File: config.mk
export PLATFORM = sky130hd
export DESIGN_NAME = ep_script_player
export DESIGN_NICKNAME = d
export VERILOG_FILES = /design/src/rtl/ep_script_player.sv
export SDC_FILE = /design/constraint.sdc
export NUM_CORES = 1
export LEC_CHECK = 0
export ABC_AREA = 0
export BUFFER_PORTS_ARGS = -buffer_cell sky130_fd_sc_hd__buf_2
export CORE_ASPECT_RATIO = 1.25
export CORE_MARGIN = 2
export CORE_UTILIZATION = 50
export CTS_CLUSTER_SIZE = 24
export DETAILED_ROUTE_END_ITERATION = 8
export GPL_TIMING_DRIVEN = 0
export PLACE_DENSITY = 0.82
export SYNTH_ARGS = -nofsm -noshare
export SYNTH_HDL_FRONTEND = slang
export SYNTH_SLANG_ARGS = --single-unit
File: constraint.sdc
create_clock -name clk -period 3.91 [get_ports clk]
set_clock_uncertainty 0.1 [all_clocks]
set_input_delay 0 -clock clk [delete_from_list [all_inputs] [get_ports clk]]
set_output_delay 0 -clock clk [all_outputs]
set_load 0.02 [all_outputs]
File: src/rtl/ep_script_player.sv
// Script sequencer: replays stored wire/trigger/wait commands into the endpoint fabric; writes only in IDLE.
// Each entry costs one FETCH cycle plus its timed phases; no input backpressure, refused writes set wr_rejected.
module ep_script_player #(
    parameter int N_WIRE      = 6,
    parameter int N_TRIG      = 2,
    parameter int DATA_W      = 32,
    parameter int DEPTH       = 16,
    parameter int WIRE_PRE    = 2,
    parameter int WIRE_SETTLE = 6,
    parameter int TRIG_PRE    = 5,
    parameter int TRIG_POST   = 5
) (
    input  logic                       clk,
    input  logic                       reset,
    input  logic                       cmd_wr_en,
    input  logic [2+4+DATA_W-1:0]      cmd_wr_data,
    input  logic                       clear,
    input  logic                       start,
    input  logic                       abort,
    input  logic                       loop_en,
    output logic [N_WIRE*DATA_W-1:0]   wire_out,
    output logic [N_TRIG*DATA_W-1:0]   trig_out,
    output logic                       busy,
    output logic                       done,
    output logic [$clog2(DEPTH):0]     cmd_count,
    output logic                       wr_rejected
);
    localparam int AW = $clog2(DEPTH);
    localparam int CW = AW + 1;
    localparam logic [CW-1:0] DEPTH_C = CW'(DEPTH);
    localparam logic [4:0] NW_C = 5'(N_WIRE);
    localparam logic [4:0] NT_C = 5'(N_TRIG);

    typedef enum logic [3:0] {
        S_IDLE, S_FETCH, S_WPRE, S_WSET, S_TPRE, S_TPULSE, S_TPOST, S_WAIT, S_FIN
    } state_t;

    state_t                     state_q, state_d;
    logic [CW-1:0]              rd_ptr_q, rd_ptr_d;
    logic [CW-1:0]              count_q, count_d;
    logic [DATA_W-1:0]          cnt_q, cnt_d;
    logic [3:0]                 chan_q, chan_d;
    logic [DATA_W-1:0]          pay_q, pay_d;
    logic [N_WIRE*DATA_W-1:0]   wire_q, wire_d;
    logic                       rej_q, rej_d;
    logic                       wr_ok;
    logic [2+4+DATA_W-1:0]      mem [DEPTH];

    logic [2+4+DATA_W-1:0]      entry;
    logic [1:0]                 f_op;
    logic [3:0]                 f_chan;
    logic [DATA_W-1:0]          f_pay;
    logic [CW-1:0]              next_ptr, adv_ptr;

    assign entry  = mem[rd_ptr_q[AW-1:0]];
    assign f_op   = entry[DATA_W+5:DATA_W+4];
    assign f_chan = entry[DATA_W+3:DATA_W];
    assign f_pay  = entry[DATA_W-1:0];
    // Wrapping at decode time makes an end-of-script loop restart cost no extra cycle.
    assign next_ptr = rd_ptr_q + 1'b1;
    assign adv_ptr  = (loop_en && next_ptr == count_q) ? '0 : next_ptr;

    always_comb begin
        count_d = count_q;
        rej_d   = rej_q;
        wr_ok   = 1'b0;
        if (clear && state_q == S_IDLE) begin
            count_d = '0;
            rej_d   = 1'b0;
        end else if (cmd_wr_en) begin
            if (state_q == S_IDLE && count_q < DEPTH_C) begin
                wr_ok   = 1'b1;
                count_d = count_q + 1'b1;
            end else begin
                rej_d = 1'b1;
            end
        end
    end

    always_comb begin
        state_d  = state_q;
        rd_ptr_d = rd_ptr_q;
        cnt_d    = cnt_q;
        chan_d   = chan_q;
        pay_d    = pay_q;
        wire_d   = wire_q;
        case (state_q)
            S_IDLE: begin
                if (start) begin
                    state_d  = S_FETCH;
                    rd_ptr_d = '0;
                end
            end
            S_FETCH: begin
                if (rd_ptr_q == count_q || f_op == 2'd3) begin
                    if (loop_en && count_q != '0) rd_ptr_d = '0;
                    else                          state_d  = S_FIN;
                end else begin
                    rd_ptr_d = adv_ptr;
                    chan_d   = f_chan;
                    pay_d    = f_pay;
                    case (f_op)
                        2'd0: if ({1'b0, f_chan} < NW_C) begin
                            state_d = S_WPRE;
                            cnt_d   = DATA_W'(WIRE_PRE - 1);
                        end
                        2'd1: if ({1'b0, f_chan} < NT_C) begin
                            state_d = S_TPRE;
                            cnt_d   = DATA_W'(TRIG_PRE - 1);
                        end
                        default: if (f_pay != '0) begin
                            state_d = S_WAIT;
                            cnt_d   = f_pay - 1'b1;
                        end
                    endcase
                end
            end
            S_WPRE: begin
                cnt_d = cnt_q - 1'b1;
                if (cnt_q == '0) begin
                    state_d = S_WSET;
                    cnt_d   = DATA_W'(WIRE_SETTLE - 1);
                    for (int k = 0; k < N_WIRE; k++)
                        if (chan_q == 4'(k)) wire_d[k*DATA_W +: DATA_W] = pay_q;
                end
            end
            S_WSET, S_TPOST, S_WAIT: begin
                cnt_d = cnt_q - 1'b1;
                if (cnt_q == '0) state_d = S_FETCH;
            end
            S_TPRE: begin
                cnt_d = cnt_q - 1'b1;
                if (cnt_q == '0) state_d = S_TPULSE;
            end
            S_TPULSE: begin
                state_d = S_TPOST;
                cnt_d   = DATA_W'(TRIG_POST - 1);
            end
            S_FIN:   state_d = S_IDLE;
            default: state_d = S_IDLE;
        endcase
        if (abort) state_d = S_IDLE;
    end

    always_ff @(posedge clk) begin
        if (reset) begin
            state_q  <= S_IDLE;
            rd_ptr_q <= '0;
            count_q  <= '0;
            cnt_q    <= '0;
            chan_q   <= '0;
            pay_q    <= '0;
            wire_q   <= '0;
            rej_q    <= 1'b0;
        end else begin
            state_q  <= state_d;
            rd_ptr_q <= rd_ptr_d;
            count_q  <= count_d;
            cnt_q    <= cnt_d;
            chan_q   <= chan_d;
            pay_q    <= pay_d;
            wire_q   <= wire_d;
            rej_q    <= rej_d;
        end
    end

    always_ff @(posedge clk) begin
        if (wr_ok && !reset) mem[count_q[AW-1:0]] <= cmd_wr_data;
    end

    // Trigger masks exist only during TPULSE, so abort and reset clear them via the state alone.
    always_comb begin
        trig_out = '0;
        if (state_q == S_TPULSE) begin
            for (int k = 0; k < N_TRIG; k++)
                if (chan_q == 4'(k)) trig_out[k*DATA_W +: DATA_W] = pay_q;
        end
    end

    assign wire_out    = wire_q;
    assign busy        = (state_q != S_IDLE);
    assign done        = (state_q == S_FIN);
    assign cmd_count   = count_q;
    assign wr_rejected = rej_q;
endmodule

# ---- Word-level counts from Yosys, hierarchy flattened
# Memory sizes are Yosys's and may differ from the RTL's. A register that Yosys moved wholly into a read port is not among the register bits.
# Index checks and enable logic that the tools add are counted.
dict set report word_totals {
  register_bits 275
  ram_bits 608
  inputBits 45
  output_inout_bits 264
  word_cells 118
  memories 1
}
# name words word_bits rd rd_ports_with_merged_regs wr line
set memory_table {}
lappend memory_table {mem 16 38 1 1 1 47} ;# logic [2+4+DATA_W-1:0] mem [DEPTH];
dict set report classes {
  add_sub_neg 4
  order_cmp 3
  eq_ne 30
  n_mux 33
  bitwise 2
  n_reduce_logical 32
}
# operator n
set op_table {}
lappend op_table {{$mux W32} 7}
lappend op_table {{$pmux W32 S4} 1}
lappend op_table {{$mux W64} 1}
lappend op_table {{$pmux W32 S2} 1}
lappend op_table {{$sub A32 B1 Y32 const B} 2}
lappend op_table {{$mux W4} 11}
lappend op_table {{$logic_not A32 Y1} 1}
lappend op_table {{$reduce_bool A32 Y1} 1}
lappend op_table {{$eq A4 B3 Y1 const B} 6}
lappend op_table {{$pmux W4 S6} 1}
lappend op_table {{$reduce_and A3 Y1} 7}
lappend op_table {{$mux W5} 4}
lappend op_table {{$eq A4 B2 Y1 const B} 4}
lappend op_table {{$ne A3 B3 Y1 const B} 4}
lappend op_table {{$ne A4 B4 Y1 const B} 3}
lappend op_table {{$add A5 B1 Y5 const B} 2}
lappend op_table {{$eq A5 B5 Y1} 2}
lappend op_table {{$ne A2 B2 Y1 const B} 5}
lappend op_table {{$pmux W5 S2} 1}
lappend op_table {{$eq A4 B1 Y1 const B} 2}
lappend op_table {{$logic_not A4 Y1} 2}
lappend op_table {{$pmux W4 S2} 1}
lappend op_table {{$reduce_and A8 Y1} 1}
lappend op_table {{$reduce_bool A4 Y1} 2}
lappend op_table {{other kinds (20)} 32}

# ---- Logic depth before layout (Yosys ltp)
# Gate-level depths: netlist of the first run.
dict set report depth {
  word_depth 8
  depth_mapped 19
  mapped_depth_nobuf 10
}

# ---- Least setup slack after synthesis of the first run
# OpenSTA, ideal clock, no wires.
dict set report synth_path {
  kind {flip-flop to flip-flop}
  startpoint {register (tool-made name)}
  endpoint {register state_q[0]}
  setup_time_ns 0.131
  arrival_ns 4.060
  required_time_ns 3.679
  path_slack_ns -0.381
  stages_incl_launch_ff 16
  n_path_buf 6
  synth_period_minus_slack_ns 4.291
  cell_sequence {dfxtp_1 -> buf_2 -> buf_2 -> buf_2 -> buf_2 -> clkbuf_1 -> clkbuf_1 -> mux4_2 -> a221oi_2 -> ha_1 -> o2111ai_1 -> nor4_1 -> nand4_4 -> o21ai_2 -> mux2i_1 -> nor3_1}
}
# item line
set synth_lines {}
lappend synth_lines {{to (signal assigned)} 156} ;# state_q <= state_d;
lappend synth_lines {{to (decl)} 38} ;# state_t state_q, state_d;

==> impl_results.md, run 1 <==
* DIE AREA at 73290 um2
* Final WS setup at -0.2406 ns
* Initial antenna violation count at 3
* Most frequent cell after synthesis: edfxtp_1
* GRT Resource Usage Total at 29.14%
* Row count at 109
* HP Class: in -> reg
* CP Class: reg -> reg
* Finished Cell Area at 43320 um2
* Num CTS Buffers at 82
* Leakage at 14.99 nW
* DR WL/cell at 26.59 um
* HPWL after detailed placement at 69260 um
* Root Buffer: clkbuf_16
* DRT iter0 DRCs at 2692
* DR vias at 25041
* First-pass GRT wire length at 157700 um
* CP Cell Sequence: buf_2 > buf_2 > clkbuf_4 > mux4_2 > inv_1 > nand3_2 > nor4_4 > nand4_4 > buf_12 > nand2_8 > buf_6 > nor2_2 > o221a_2
* Final setup fails at 35
* Number of flops mapped to enable cells by yosys at 608
* Cell Area, Synth at 35560 um2
* Largest net degree at the start of global routing at 26
* Unrepaired setup endpoints after global routing: yes
* Slew Limit Headroom at 8.780%
* FF+latch area at 23850 um2
* Worst-path clk slew at 0.06 ns
* Internal Pwr Total at 0.01489 W
* Placed cell areas at 38730 um2
* Fillers at 5095
* Vias per cell at 6.050
* Comb pwr share at 4.1%
* Nets at 3179
* Final-report max-slew violation count at 0
* Area used by multi-input combinational logic at 11240 um2
* Final WL at 110100 um
* Synth top cells by count: edfxtp_1, nand2_1, dfxtp_1
* Sequential fraction of the synthesis area at 67.04%
* Layout Area Growth over Synthesis at 21.80%
* Dominant cell type by area after synthesis: edfxtp_1
* Post-synth top flop: edfxtp_1
* Clock latency on the worst-skew pair at 0.65 ns
* Failing checks: negative setup slack
* IO Port Bufs at 307
* Max Fclk at 240.9 MHz
* Seq cells post-synth at 887
* Cell mode on critical path: buf_2
* Cell variety after synth at 82
* Share of layout cells above drive strength 1 at 26.60%
* Initial Utilization at 50.44%
* DRC errors left at 0
* Sw Ratio at 21.65%
* Required @ worst endpoint at 4.34 ns
* Crit-path max cell delay at 0.55 ns
* Maximum root-to-sink buffer count at 3
* Max Cap Viol at 0
* Critical path's slowest cell: dfxtp_1
* Post-Syn Area per Cell at 13.64 um2
* Gr ovfl total at 0
* Synth Instances at 2608
* Sw Pwr at 0.004115 W
* Sequential power share at 52.9%
* Die Wd at 242.5 um
* Worst slew pin tran at 1.356 ns
* Status: finished, violations left
* H-tree depth at 3
* Period utilisation layout at 106.2%
* Total chip power at 0.01900 W
* Vias in the first global route at 24102
* # clock sinks at 887
* Drt pass-1 iters at 8
* CTS tree: done
* Maximum VDD drop at 0.3198 mV
* Fin. Hold Viols at 0
* Fin crit period at 4.151 ns
* Asr flop ratio synth at 0%
* I/O pin count at 309
* Synth top area share at 51.34%
* Crit path DAT at 4.58 ns
* GPL Wtd Cong at 0.9704
* Area contributors post-synth: edfxtp_1, dfxtp_1, mux4_2
* Crit path max fanout at 10
* CP Launch Type: flip-flop
* Final antenna-violating net count at 0
* Pwr dens at 438.7 nW/um2
* Die Y at 302.2 um
* Clock network power share at 43.0%
* Syn nets at 2661
* Core Region at 70510 um2
* Ys Warns at 0
* Critical path endpoint category: flip-flop
==> power groups by stage <==
stage	combinational (W)	sequential [W]	clock, W
global placement	0.000603	0.0103	0
CTS	0.000715	0.0101	0.00818
finish	0.000770	0.0101	0.00817
floorplan	0.000345	0.0103	0
global route	0.000807	0.0101	0.00855
detailed placement	0.000625	0.0103	0
==> worst max-delay path, delay by kind of cell, from the launching register on <==
family | cells | cell delay, ns
buffers and inverters | 6 | 1.72
and+or+nand+nor | 5 | 0.88
DFF | 1 | 0.55
muxes | 1 | 0.50
AOI/OAI and AO/OA | 1 | 0.27
==> path summary, 6_finish.rpt <==
kind,from,to,slack (ns),depth (start not counted)
hold / removal,reset,cnt_q[22],0.03,4
hold reg to reg,wire_out[22],wire_out[22],0.35,2
setup / recovery,flip-flop,cnt_q[2],-0.24,13
setup reg to reg,flip-flop,cnt_q[2],-0.24,13
==> state kept, by name, summed over array words and instances, names as in the netlist, named ones only <==
name and flops:
mem 608, wire_out 192, cnt_q 32, pay_q 32, cmd_count 5, rd_ptr_q 5, chan_q 4, state_q 4
wr_rejected 1
==> metrics by stage <==
| step | std cells | hold WS (ns) | worst slack [ns] | utilization, % | TNS, ns |
|---|---|---|---|---|---|
| 2_1_floorplan | 2608 | -0.02321 | -0.01914 | - | -1.454 |
| 3_5_place_dp | 3874 | 0.1219 | -2.056 | 54.92 | -172.16 |
| 3_3_place_gp | 3858 | 0.1222 | -2.308 | 54.33 | -1229.03 |
| 6_report | 4139 | 0.03447 | -0.2406 | 61.43 | -6.058 |
| 4_1_cts | 4113 | 0.01570 | -0.2701 | 60.68 | -6.754 |
| 5_1_grt | 4138 | 0.06791 | -0.3244 | 61.43 | -8.774 |
==> final cells by class <==
cell class | count | share of cell area [%]
antenna | 1 | 0.005777
multi-input combinational | 1508 | 25.95
sequential | 887 | 55.05
tap | 943 | 2.724
clock inverter | 41 | 1.014
clock buffer | 112 | 5.257
inverter | 28 | 0.2426
timing repair buffer | 436 | 6.996
buffer | 183 | 2.761
==> placed cells by master (no fill, tap or decap), drive strengths merged, types with 8 or more instances in the layout <==
cell / n
mux2i: 54
dlygate4sd3: 45
ha: 8
or4: 9
edfxtp: 608
xor2: 11
nor3: 39
nor2b: 11
xnor2: 25
dfxtp: 279
clkbuf: 247
nand4: 13
o32ai: 11
nand2: 483
buf: 438
a22oi: 32
a21oi: 271
nor4: 18
nor2: 122
clkinv: 25
a221oi: 29
nand3: 31
inv: 34
mux4: 141
o21ai: 44
and2: 70
==> metal layers <==
| layer | wire length [um] | track usage, % | vias to the layer above |
|---|---|---|---|
| li1 | - | - | 10749 |
| met1 | 36540 | 33.04 | 12108 |
| met2 | 55220 | 51.12 | 1773 |
| met3 | 11180 | 5.607 | 407 |
| met4 | 7087 | 17.97 | 4 |
| met5 | 24 | 0 | - |
==> repair_timing <==
item / CTS / global route
resized for setup: 110 / 110
hold endpoints to repair: 627 / 0
buffers inserted: 39 / 26
gates cloned: 2 / 3
setup endpoints to repair: 266 / 251
hold buffers: 45 / 0
pin swaps: 16 / 35
==> cells by family (layout without fill, tap and decap cells) <==
kind of cell | count (synthesis) | count (layout) | synth area share [%]
flip-flops | 887 | 887 | 67.04
adder cells (fa/ha/maj) | 9 | 9 | 0.3096
buffers and inverters | 215 | 800 | 3.047
AND/OR/NAND/NOR | 823 | 825 | 10.29
XOR/XNOR | 36 | 36 | 0.8866
multiplexers | 196 | 196 | 10.78
AO/OA/AOI/OAI | 442 | 442 | 7.652
other | 0 | 1 | 0
Power figures use the tool's default switching activity.
==> run 2: changes to the inputs <==
--- a/config.mk
+++ b/config.mk
@@ -7,13 +7,13 @@
 export LEC_CHECK = 0
 export ABC_AREA = 0
 export BUFFER_PORTS_ARGS = -buffer_cell sky130_fd_sc_hd__buf_2
-export CORE_ASPECT_RATIO = 1.25
+export CORE_ASPECT_RATIO = 1.1
 export CORE_MARGIN = 2
 export CORE_UTILIZATION = 50
 export CTS_CLUSTER_SIZE = 24
 export DETAILED_ROUTE_END_ITERATION = 8
 export GPL_TIMING_DRIVEN = 0
-export PLACE_DENSITY = 0.82
+export PLACE_DENSITY = 0.8
 export SYNTH_ARGS = -nofsm -noshare
 export SYNTH_HDL_FRONTEND = slang
 export SYNTH_SLANG_ARGS = --single-unit
==> constraint.sdc (replaced) <==
create_clock -name clk -period 4.9 [get_ports clk]
set_clock_uncertainty 0.1 [all_clocks]
set_input_delay 0 -clock clk [delete_from_list [all_inputs] [get_ports clk]]
set_output_delay 0 -clock clk [all_outputs]
set_load 0.02 [all_outputs]
==> run 2 against run 1 <==
The run now ends clean. Total power shrank 19%. Utilization shrank 1.1 points. Largest power group unchanged. Die area is essentially flat. Hold slack lost 0.022 ns. Maximum frequency shrank 13%. Critical path type unchanged. Flip-flop and latch count is the same. Combinational power shrank 27%. Highest routed layer unchanged. Critical path depth grew 6.
==> impl_results.md, run 2 (same netlist as run 1, synthesis figures left out) <==
* Worst slew pin tran at 1.359 ns (+0.002938 ns)
* Die Wd at 258.3 um (+6.5%)
* Critical path endpoint category: flip-flop
* GRT Resource Usage Total at 28.36% (-0.77 points)
* Cell mode on critical path: buf_12
* Maximum root-to-sink buffer count at 3 (unchanged)
* Drt pass-1 iters at 6 (-2)
* Crit path max fanout at 10 (unchanged)
* Fin crit period at 4.767 ns (+0.6165 ns)
* Share of layout cells above drive strength 1 at 22.96% (-3.6 points)
* # clock sinks at 887 (unchanged)
* CP Class: reg -> reg
* Leakage at 14.64 nW (-2.4%)
* Max Cap Viol at 0 (unchanged)
* R2R depth at 19 (+6)
* Critical path's slowest cell: mux4_2
* End of the critical path: cnt_q[26]
* Largest net degree at the start of global routing at 26 (unchanged)
* WP buf/inv at 9 (+3)
* Max Fclk at 209.8 MHz (-13%)
* DRC errors left at 0 (unchanged)
* Layout Area Growth over Synthesis at 19.47%
* Total chip power at 0.01543 W (-19%)
* Placed cell areas at 38840 um2 (+0.31%)
* Final antenna-violating net count at 0 (unchanged)
* Area used by multi-input combinational logic at 10840 um2 (-3.5%)
* Max reg flops at 608 (unchanged)
* CP Cell Sequence: buf_6 > buf_12 > buf_8 > buf_12 > buf_12 > buf_12 > buf_8 > mux4_2 > a22o_1 > a221oi_4 > buf_12 > ha_4 > o2111ai_1 > nor4_2 > nand4_4 > nand2_8 > buf_6 > a21oi_1 > o32ai_2
* Final WL at 105500 um (-4.2%)
* DR vias at 24611 (-1.7%)
* HPWL after detailed placement at 69760 um (+0.73%)
* CP Launch Type: flip-flop
* Crit-path max cell delay at 0.53 ns (-0.02 ns)
* Fin. Hold Viols at 0 (unchanged)
* Status: complete, no violations
* Vias in the first global route at 24123 (+0.087%)
* DR WL/cell at 25.80 um (-3.0%)
* FF+latch area at 23840 um2 (about the same)
* Required @ worst endpoint at 5.37 ns (+1.03 ns)
* Commonest cells after routing, fill and taps aside: edfxtp_1, nand2_1, buf_2
* Antenna diodes at 0 (-1)
* Die Y at 283.7 um (-6.1%)
* Crit path depth at 19 (+6)
* Initial Utilization at 50.48% (about the same)
* DIE AREA at 73280 um2 (about the same)
* I/O pin count at 309 (unchanged)
* Hold slack at 0.01282 ns (-0.02164 ns)
* Period utilisation layout at 97.29% (-8.9 points)
* Commonest non-fill, non-tap cell in the layout: edfxtp_1
* DRT iter0 DRCs at 2782 (+3.3%)
* First-pass GRT wire length at 154100 um (-2.2%)
* Startpoint of the worst hold path: reset
* Num CTS Buffers at 86 (+4.9%)
* Unrepaired setup endpoints after global routing: yes
* Fillers at 5193 (+1.9%)
* H-tree depth at 3 (unchanged)
* Slew Limit Headroom at 8.583% (-0.20 points)
* CTS tree: done
* Clock latency on the worst-skew pair at 0.68 ns (+0.03 ns)
* Final-report max-slew violation count at 0 (unchanged)
* Final TNS setup at 0 ns (+6.058 ns)
* Maximum VDD drop at 0.3483 mV (+8.9%)
* HP Class: in -> reg
* Gr ovfl total at 0 (unchanged)
* Root Buffer: clkbuf_16
* Initial antenna violation count at 2 (-1)
* Nets at 3135 (-1.4%)
* FF-to-FF End: cnt_q[26]
* Reg2Reg Setup Slack at 0.13 ns (+0.37 ns)
* Final setup fails at 0 (-100%)
* Finished Cell Area at 42490 um2 (-1.9%)
* Pwr dens at 363.2 nW/um2 (-17%)
* Cell family with most CP delay: buffers and inverters
* IO Port Bufs at 307 (unchanged)
* Row count at 102 (-6.4%)
* Worst-path clk slew at 0.07 ns (about the same)
* Crit path DAT at 5.24 ns (+0.66 ns)
* Core Region at 70450 um2 (about the same)
* GPL Wtd Cong at 0.9438 (-2.7%)
* Vias per cell at 6.019 (-0.52%)
-- run 2: how the worst min path moves through the flow --
| stage | end | cells after the start |
|---|---|---|
| 2_1_floorplan | state_q[0] | 1 |
| 3_3_place_gp | state_q[1] | 2 |
| 3_5_place_dp | state_q[1] | 2 |
| 4_1_cts | cnt_q[22] | 4 |
| 5_1_grt | cnt_q[22] | 4 |
| 6_report | cnt_q[22] | 4 |
-- run 2: layout make-up --
type / instances / share of cell area [%]
inverter: 28 / 0.2474
buffer: 186 / 2.430
clock buffer: 113 / 5.427
clock inverter: 46 / 1.452
tap: 936 / 2.756
multi-input combinational: 1506 / 25.52
sequential: 887 / 56.12
timing repair buffer: 387 / 6.049
-- run 2: tightest hold or removal path, stage by stage --
cell	delay [ns]
clkbuf_1	0.27
nor3_1	0.27
a31o_2	0.13
a21o_1	0.07
-- run 2: where the power goes --
part,total [W],switching [W],internal (W)
Combinational,0.000560,0.000382,0.000178
Sequential,0.00803,0.0000127,0.00802
Clock,0.00684,0.00295,0.00390
-- run 2: metal layers --
layer	up-vias	share of wire, %	global-route usage (%)
li1	10634	-	-
met1	12025	35	33.58
met2	1597	51	49.36
met3	351	9.7	5.984
met4	4	4.7	13.31
met5	-	0.022	0
-- run 2: what timing repair did --
action | 4_1_cts | 5_1_grt
endpoints found under the setup margin | 35 | 67
pin swaps | 4 | 3
hold buffers | 45 | 0
hold endpoints to repair | 624 | 0
resized for setup | 24 | 19
setup buffers | 6 | 8
-- run 2: through the flow --
| stage | setup WS, ns | std cells | util (%) |
|---|---|---|---|
| global route | -0.02657 | 4089 | 60.31 |
| global placement | -1.525 | 3851 | 54.33 |
| floorplan | 0.6087 | 2608 | - |
| detailed placement | -1.563 | 3872 | 55.14 |
| finish | 0.1328 | 4089 | 60.31 |
| CTS | 0.01817 | 4081 | 60.13 |
